File: src/rtl/chacha_stream_xor.sv
// chacha_stream_xor: drives chacha_core init/next, buffers each 512-bit keystream block and
// XORs it word by word (word 0 = MSBs) onto a valid/ready stream; one cycle input-to-output.
// Optional macro CHACHA_PREFETCH_EN: a second buffer fetches the next block while the active one drains.
module chacha_stream_xor #(
  parameter int WORD_W = 32
) (
  input  logic                 clk_i,
  input  logic                 rst_i,
  input  logic                 start_i,
  input  logic [255:0]         key_i,
  input  logic [63:0]          iv_i,
  input  logic [63:0]          ctr_init_i,
  output logic                 core_init_o,
  output logic                 core_next_o,
  output logic [255:0]         core_key_o,
  output logic [63:0]          core_iv_o,
  output logic [63:0]          core_ctr_o,
  input  logic                 core_ready_i,
  input  logic [16*WORD_W-1:0] core_data_out_i,
  input  logic                 core_data_out_valid_i,
  input  logic                 s_valid_i,
  output logic                 s_ready_o,
  input  logic [WORD_W-1:0]    s_data_i,
  input  logic                 s_last_i,
  output logic                 m_valid_o,
  input  logic                 m_ready_i,
  output logic [WORD_W-1:0]    m_data_o,
  output logic                 m_last_o,
  output logic                 busy_o,
  output logic [63:0]          blk_cnt_o
);
  localparam int BLK_W = 16 * WORD_W;

  typedef enum logic [2:0] {IDLE, PULSE, WAIT_LO, WAIT_HI, STREAM} state_t;

  state_t              state_q;
  logic                first_q;
  logic                eom_q;
  logic                ks_vld_q;
  logic [BLK_W-1:0]    ks_q;
  logic [3:0]          idx_q;
  logic [63:0]         blk_cnt_q;
  logic                core_init_q;
  logic                core_next_q;
  logic [255:0]        key_q;
  logic [63:0]         iv_q;
  logic [63:0]         ctr_q;
  logic                m_valid_q;
  logic                m_last_q;
  logic [WORD_W-1:0]   m_data_q;
  logic [WORD_W-1:0]   ks_word;
  logic                xfer;
  logic                wrap;
  logic                done;
  logic                pf_idle;

`ifdef CHACHA_PREFETCH_EN
  typedef enum logic [1:0] {PF_IDLE, PF_PULSE, PF_LO, PF_HI} pf_state_t;
  pf_state_t           pf_q;
  logic [BLK_W-1:0]    pend_q;
  logic                pend_vld_q;
  assign pf_idle = (pf_q == PF_IDLE);
`else
  assign pf_idle = 1'b1;
`endif

  assign ks_word   = ks_q[(15 - int'(idx_q)) * WORD_W +: WORD_W];
  assign s_ready_o = (state_q == STREAM) && ks_vld_q && (!m_valid_q || m_ready_i);
  assign xfer      = s_valid_i && s_ready_o;
  assign wrap      = xfer && !s_last_i && (idx_q == 4'd15);
  // Message finished once the last word has left and no core request is still in flight.
  assign done      = eom_q && (!m_valid_q || m_ready_i) && pf_idle;

  assign core_init_o = core_init_q;
  assign core_next_o = core_next_q;
  assign core_key_o  = key_q;
  assign core_iv_o   = iv_q;
  assign core_ctr_o  = ctr_q;
  assign m_valid_o   = m_valid_q;
  assign m_data_o    = m_data_q;
  assign m_last_o    = m_last_q;
  assign busy_o      = (state_q != IDLE);
  assign blk_cnt_o   = blk_cnt_q;

  // Control FSM, core handshake, keystream buffers and registered output word.
  always_ff @(posedge clk_i) begin
    if (rst_i) begin
      state_q     <= IDLE;
      first_q     <= 1'b0;
      eom_q       <= 1'b0;
      ks_vld_q    <= 1'b0;
      ks_q        <= '0;
      idx_q       <= '0;
      blk_cnt_q   <= '0;
      core_init_q <= 1'b0;
      core_next_q <= 1'b0;
      key_q       <= '0;
      iv_q        <= '0;
      ctr_q       <= '0;
      m_valid_q   <= 1'b0;
      m_last_q    <= 1'b0;
      m_data_q    <= '0;
`ifdef CHACHA_PREFETCH_EN
      pf_q        <= PF_IDLE;
      pend_q      <= '0;
      pend_vld_q  <= 1'b0;
`endif
    end else begin
      core_init_q <= 1'b0;
      core_next_q <= 1'b0;

      if (xfer) begin
        m_valid_q <= 1'b1;
        m_data_q  <= s_data_i ^ ks_word;
        m_last_q  <= s_last_i;
        idx_q     <= idx_q + 4'd1;
      end else if (m_ready_i) begin
        m_valid_q <= 1'b0;
      end

      case (state_q)
        IDLE: begin
          if (start_i) begin
            key_q     <= key_i;
            iv_q      <= iv_i;
            ctr_q     <= ctr_init_i;
            first_q   <= 1'b1;
            eom_q     <= 1'b0;
            ks_vld_q  <= 1'b0;
            idx_q     <= '0;
            blk_cnt_q <= '0;
`ifdef CHACHA_PREFETCH_EN
            pf_q       <= PF_IDLE;
            pend_vld_q <= 1'b0;
`endif
            // Pulse straight away when the core can take it, else hold in PULSE.
            if (core_ready_i) begin
              core_init_q <= 1'b1;
              state_q     <= WAIT_LO;
            end else begin
              state_q <= PULSE;
            end
          end
        end
        PULSE: begin
          if (core_ready_i) begin
            core_init_q <= first_q;
            core_next_q <= !first_q;
            state_q     <= WAIT_LO;
          end
        end
        WAIT_LO: begin
          if (!core_ready_i) state_q <= WAIT_HI;
        end
        WAIT_HI: begin
          if (core_ready_i && core_data_out_valid_i) begin
            ks_q      <= core_data_out_i;
            ks_vld_q  <= 1'b1;
            idx_q     <= '0;
            blk_cnt_q <= blk_cnt_q + 64'd1;
            first_q   <= 1'b0;
            state_q   <= STREAM;
`ifdef CHACHA_PREFETCH_EN
            pf_q      <= PF_PULSE;
`endif
          end
        end
        STREAM: begin
          if (xfer && s_last_i) begin
            // End of message beats word 15: leftover keystream is dropped, no next block.
            eom_q    <= 1'b1;
            ks_vld_q <= 1'b0;
          end else if (wrap) begin
`ifdef CHACHA_PREFETCH_EN
            if (pend_vld_q) begin
              ks_q       <= pend_q;
              pend_vld_q <= 1'b0;
              blk_cnt_q  <= blk_cnt_q + 64'd1;
              pf_q       <= PF_PULSE;
            end else begin
              ks_vld_q <= 1'b0;
            end
`else
            ks_vld_q <= 1'b0;
            if (core_ready_i) begin
              core_next_q <= 1'b1;
              state_q     <= WAIT_LO;
            end else begin
              state_q <= PULSE;
            end
`endif
          end
`ifdef CHACHA_PREFETCH_EN
          else if (!ks_vld_q && pend_vld_q && !eom_q) begin
            // Prefetch landed after the active block ran dry.
            ks_q       <= pend_q;
            ks_vld_q   <= 1'b1;
            pend_vld_q <= 1'b0;
            blk_cnt_q  <= blk_cnt_q + 64'd1;
            pf_q       <= PF_PULSE;
          end
`endif
          if (done) begin
            eom_q   <= 1'b0;
            state_q <= IDLE;
          end
        end
        default: state_q <= IDLE;
      endcase

`ifdef CHACHA_PREFETCH_EN
      // Background fetch of the following block into the pending buffer.
      case (pf_q)
        PF_PULSE: if (core_ready_i) begin
          core_next_q <= 1'b1;
          pf_q        <= PF_LO;
        end
        PF_LO: if (!core_ready_i) pf_q <= PF_HI;
        PF_HI: if (core_ready_i && core_data_out_valid_i) begin
          pend_q     <= core_data_out_i;
          pend_vld_q <= !eom_q;
          pf_q       <= PF_IDLE;
        end
        default: pf_q <= PF_IDLE;
      endcase
`endif
    end
  end
endmodule

File: config.mk
export PLATFORM = sky130hd
export DESIGN_NAME = chacha_stream_xor
export DESIGN_NICKNAME = d
export VERILOG_FILES = /design/src/rtl/chacha_stream_xor.sv
export SDC_FILE = /design/constraint.sdc
export NUM_CORES = 2
export LEC_CHECK = 0
export BUFFER_PORTS_ARGS = -buffer_cell sky130_fd_sc_hd__buf_2
export CORE_AREA = 4 4 545 547
export DETAILED_ROUTE_END_ITERATION = 8
export DIE_AREA = 0 0 549 551
export PLACE_DENSITY = 0.37
export SETUP_SLACK_MARGIN = 0.15
export SYNTH_ARGS = -nofsm -noshare
export SYNTH_HDL_FRONTEND = slang
export SYNTH_SLANG_ARGS = --single-unit
File: constraint.sdc
create_clock -name clk_i -period 2.56 [get_ports clk_i]
set_input_delay 0.512 -clock clk_i [delete_from_list [all_inputs] [get_ports clk_i]]
set_output_delay 0.512 -clock clk_i [all_outputs]
set_load 0.005 [all_outputs]
# After elaboration in Yosys (flattened, before gate mapping)
# Cells that the tools add are included.
# totals
rom_bits,0
reg_bits,1006
latch_bits,0
n_memories,0
out_inout_bits,486
word_cells,94
mem_bits_rw,0
input_bits,936
# op_classes
n_lt_le_gt_ge,0
n_div,0
addsub,3
muxes,37
n_eq_ne,13
n_reduce_logical,24
n_shift,1
bitwise,1
mul,0
# ops
operator,n
512-bit by 10-bit indexed part select with 32-bit output,1
64-bit two-way mux,2
64-bit one-hot mux with 2 select lines,1
"64-bit by 1-bit adder with 64-bit output, second input constant",1
32-bit XOR,1
3-bit two-way mux,7
1-bit two-way mux,16
3-bit one-hot mux with 5 select lines,1
4-bit two-way mux,3
1-bit logical AND,8
"2-bit != test, second input constant",4
1-bit one-hot mux with 2 select lines,4
4-bit one-hot mux with 2 select lines,1
"3-bit by 2-bit equality test with 1-bit output, second input constant",2
"3-bit by 2-bit != test with 1-bit output, second input constant",2
"3-bit != test, second input constant",2
3-bit AND reduction,2
6-bit AND reduction,1
2-bit nonzero test,3
3-bit nonzero test,2
"4-bit by 4-bit subtractor with 5-bit output, first input constant",1
"4-bit by 1-bit adder with 4-bit output, second input constant",1
"4-bit equality test, second input constant",1
2-bit AND reduction,2
8 further kinds,10

# Depth between registers and ports, before layout
# logic_depth
word_depth,10
depth_mapped,9
depth_no_buf,6

# Least setup slack after synthesis
# No wires, ideal clock.
# synth_timing
path_kind,input to register
startpoint,input start_i
endpoint,register blk_cnt_q[63] (netlist: blk_cnt_o[63])
setup_time_ns,0.070
path_buffers,2
setup_slack_ns,0.038
t_required_ns,2.490
t_arrival_ns,2.452
path_stages,7
cell_sequence,or3b_1 > buf_2 > a2111o_1 > or4_4 > buf_6 > or3_1 > a21oi_1
# synth_between
elab_chain_len,2
# synth_lines
element,line,rtl
from (decl),9,"input logic start_i,"
2-bit != test (no source line),-,
3-bit AND reduction (no source line),-,
to (signal assigned),160,blk_cnt_q <= blk_cnt_q + 64'd1;
to (decl),42,logic [63:0] blk_cnt_q;
# No other way between the ends.
# A chain may end at the register's enable or synchronous reset.

# Worst setup path after layout
# layout_timing
startpoint,register idx_q[0]
endpoint,register m_data_q[11] (netlist: m_data_o[11])
# layout_between
elab_chain_len,3
# layout_lines
element,line,rtl
from (decl),41,logic [3:0] idx_q;
from (signal assigned),116,idx_q <= idx_q + 4'd1;
4-bit by 4-bit subtractor with 5-bit output,67,assign ks_word = ks_q[(15 - int'(idx_q)) * WORD_W +: WORD_W];
512-bit by 10-bit indexed part select with 32-bit output,67,
32-bit XOR,114,m_data_q <= s_data_i ^ ks_word;
to (signal assigned),114,
to (decl),50,logic [WORD_W-1:0] m_data_q;
# No other way between the ends.

==> results.md <==
* Status: complete, no violations
* Post-synthesis average cell area at slightly above 8 um^2
* Worst Tran Pin Value at approximately 0.71 ns
* Routed wire length at roughly 280,000 um
* Largest net degree at the start of global routing at 75
* Share of cells above drive strength 1 at about 28%
* Prevailing post-synth register cell: dfxtp_1
* Vias in the first global route at 45,580
* Distinct cells, synth at just over 50
* # DRC at 0
* Fin crit share at 92.69%
* Area grow syn2layout at 66.06%
* CTS clock-pin slew for the worst setup and hold paths at 0.06 ns
* Count of input and output buffers at 1,421
* Max_slew headroom at roughly half
* Commonest cells post-synth: nand2_1, dfxtp_1, a21oi_1
* Sink Count at around 1,000
* Unrepaired setup endpoints after global routing: true
* Worst EP required at about 3.2 ns
* Crit end category: flip-flop
* Finished Core Util at between 20% and 30%
* Worst hold path class: in -> reg
* Routability Congestion at between 0.9 and 1
* Die W at about 550 um
* Synth area leaders: dfxtp_1, nand2_1, a21oi_1, mux4_2, clkbuf_1
* Fmax at about 420 MHz
* Drt first pass iters at 7
* Global route overflow at 0
* Final HPWL DP at between 200,000 and 250,000 um
* Hold Crit Depth at 3
* Setup violators final at 0
* Crit path buf inv count at 2
* H-tree Lvls at 4
* Crit path largest cell delay at ~0.4 ns
* Critical-path top delay cell: dfxtp_4
* Initial Util at 13.54%
* Yosys top cell by area: dfxtp_1
* CTS tree: yes
* Cell count after synthesis at roughly 5,000
* Initial DRC count at 3,449
* Core box area at about 300,000 um^2
* Nature of the critical path startpoint: flip-flop
* Die area at between 300,000 and 400,000 um^2
* Max_cap viols at 0
* Clock buffer count from CTS at between 100 and 150
* Final hold slack at between 0.08 and 0.09 ns
* EDFF count, synth at 0
* Wirelength per Cell at 25.50 um
* Synth top area share at 50.85%
* CP arrival at about 3.0 ns
* Vias at 44,730
* Clock root cell: clkbuf_16
* Async SR Flop Fraction at 0%
* Peak supply drop at approximately 0.00044 V
* Lkg Pwr at about 26 nW
* CP cell instances: buf_12, buf_4, mux2i_1, a221o_1, o22ai_1, xor2_1, a22o_1
* Peak fanout along the critical path at 50
* Post-route cell area at ~66,000 um^2
* Routed vias/inst at around 4.0
* Final layout net count at 8,016
* CP Launch Point: idx_q[0]
* Worst skew pair latency at just over 0.8 ns
* Syn nets at approximately 5,800
* Setup TNS at 0 ns
* Final Hold Viols at 0
* Reg2reg end: m_data_o[11]
* R2r setup slk at ~0.19 ns
* Post-synthesis sequential area ratio at between 50% and 60%
* Final slew viol count at 0
* HP Start: ctr_init_i[7]
* Synth Register Bits at slightly above 1,000
* Pwr Density at between 700 and 800 nW/um^2
* Cell with the most instances after synthesis: nand2_1
* Initial antenna violation count at 87
* Syn Std Cell Area at slightly below 40,000 um^2
* R2r worst-path depth at 7
* Die Height at 551 um
* Clock buffer depth at 4
* Dpl cell area at about 53,000 um^2
* Tmin final at 2.373 ns
* Io pins at approximately 1,400
* Worst Skew at ~0.057 ns
* RR Startpoint: idx_q[0]
* Std-Cell Rows at around 200
* Setup CP Type: reg -> reg
* First-pass GRT wire length at about 380,000 um
* Worst path top cell family by delay: buffers and inverters
* Yosys Warn Count at 0
* WHS Endpoint: core_ctr_o[7]
* Total GRT Usage at approximately 18%
* Fill cells at approximately 33,000
* ANT nets after route at 0
==> report_power, final <==
group / leakage, nW / total (mW) / switching, mW / internal, mW
Combinational: 15.4 / 11.7 / 7.35 / 4.35
Clock: 2.20 / 19.5 / 7.94 / 11.6
Sequential: 8.16 / 18.0 / 0.813 / 17.2
Total: 25.8 / 49.2 / 16.1 / 33.1
==> what timing repair did <==
action | 4_1_cts | 5_1_grt
setup buffers | 1 | 4
pin swaps | 2 | 4
hold buffers | 827 | 0
hold endpoints to repair | 828 | 0
setup endpoints to repair | 9 | 20
gates resized for setup | 15 | 13
gates cloned | 0 | 0
==> sequential cells by signal (all words and copies together) (netlist names), 3 cells and up <==
register / cells
ks_q: 512
core_key_o: 256
blk_cnt_o: 64
core_ctr_o: 64
core_iv_o: 64
m_data_o: 32
idx_q: 4
state_q: 3
==> metrics by stage <==
stage / total power [mW] / setup WS, ns / instances
after CTS: 50.16 / 0.09102 / 11090
after global routing: 51.71 / 0.07280 / 11140
final: 49.23 / 0.1872 / 11160
after floorplan: 22.46 / 0.03766 / 4863
after global placement: 28.86 / -0.08928 / 10020
after detailed placement: 28.89 / -0.05473 / 10020
==> cell families after synthesis <==
kind of cell | after synthesis | share of synthesized area [%]
buffers and inverters | 398 | 3.838
AOI/OAI and AO/OA | 1124 | 15.66
and+or+nand+nor | 2081 | 21.18
DFF | 1006 | 50.85
adders and majority gates | 2 | 0.06317
muxes | 193 | 7.102
xor gates and xnor gates | 59 | 1.305
==> layout make-up <==
class                           count  area, um^2  share of cell area [%]
Antenna cell                       67       167.7                  0.2549
Clock buffer                      204        4094                   6.225
Clock inverter                     31       379.1                  0.5764
Inverter                           10       37.54                 0.05707
Multi-Input combinational cell   3459       18100                   27.52
Sequential cell                  1006       20160                   30.65
Tap cell                         3919        4903                   7.456
Timing Repair Buffer             2462       17930                   27.26
==> layer usage <==
metal  GRT usage, %  vias up  part of all wire (%)
li1               -    20840                     -
met3          7.312      458                    10
met2          30.66     1779                    48
met5              0        -                 0.024
met4          7.535       10                   5.3
met1          19.17    21640                    37
==> how the worst max path moves through the flow <==
stage	to	depth (start not counted)
final	m_data_o[11]	7
after CTS	s_ready_o	4
after detailed placement	blk_cnt_o[48]	8
after global placement	blk_cnt_o[60]	8
after global routing	s_ready_o	4
after floorplan	blk_cnt_o[63]	7
==> tightest hold or removal path, delay by kind of cell <==
family	cells	cell delay, ns
AO/OA/AOI/OAI	1	0.07
buffers and inverters	1	0.13
AND/OR/NAND/NOR	1	0.09
==> placed cells by master, fill, tap and decap left out, types with 8 or more instances in the layout <==
master / Yosys / final
a21oi_1: 941 / 941
a221o_1: 32 / 32
a22o_1: 32 / 32
and2_1: 9 / 8
and3_1: 8 / 8
and4_1: 9 / 9
buf_12: 0 / 73
buf_2: 15 / 1420
buf_4: 0 / 138
clkbuf_1: 358 / 29
clkbuf_16: 0 / 140
clkbuf_8: 0 / 35
clkinv_2: 0 / 11
dfxtp_1: 1006 / 1000
diode_2: 0 / 67
dlygate4sd3_1: 0 / 827
inv_1: 10 / 10
mux2_2: 64 / 64
mux2i_1: 65 / 49
mux2i_2: 0 / 16
mux4_2: 64 / 64
nand2_1: 1831 / 1830
nand3_1: 20 / 19
nand4_1: 27 / 27
nor2_1: 42 / 37
nor2b_1: 71 / 70
o21ai_0: 9 / 9
o221ai_1: 32 / 31
o22ai_1: 32 / 32
o31ai_1: 27 / 27
or4_1: 32 / 32
xnor2_1: 10 / 10
xor2_1: 49 / 49
Note: power is estimated with default switching activity, not from simulation.
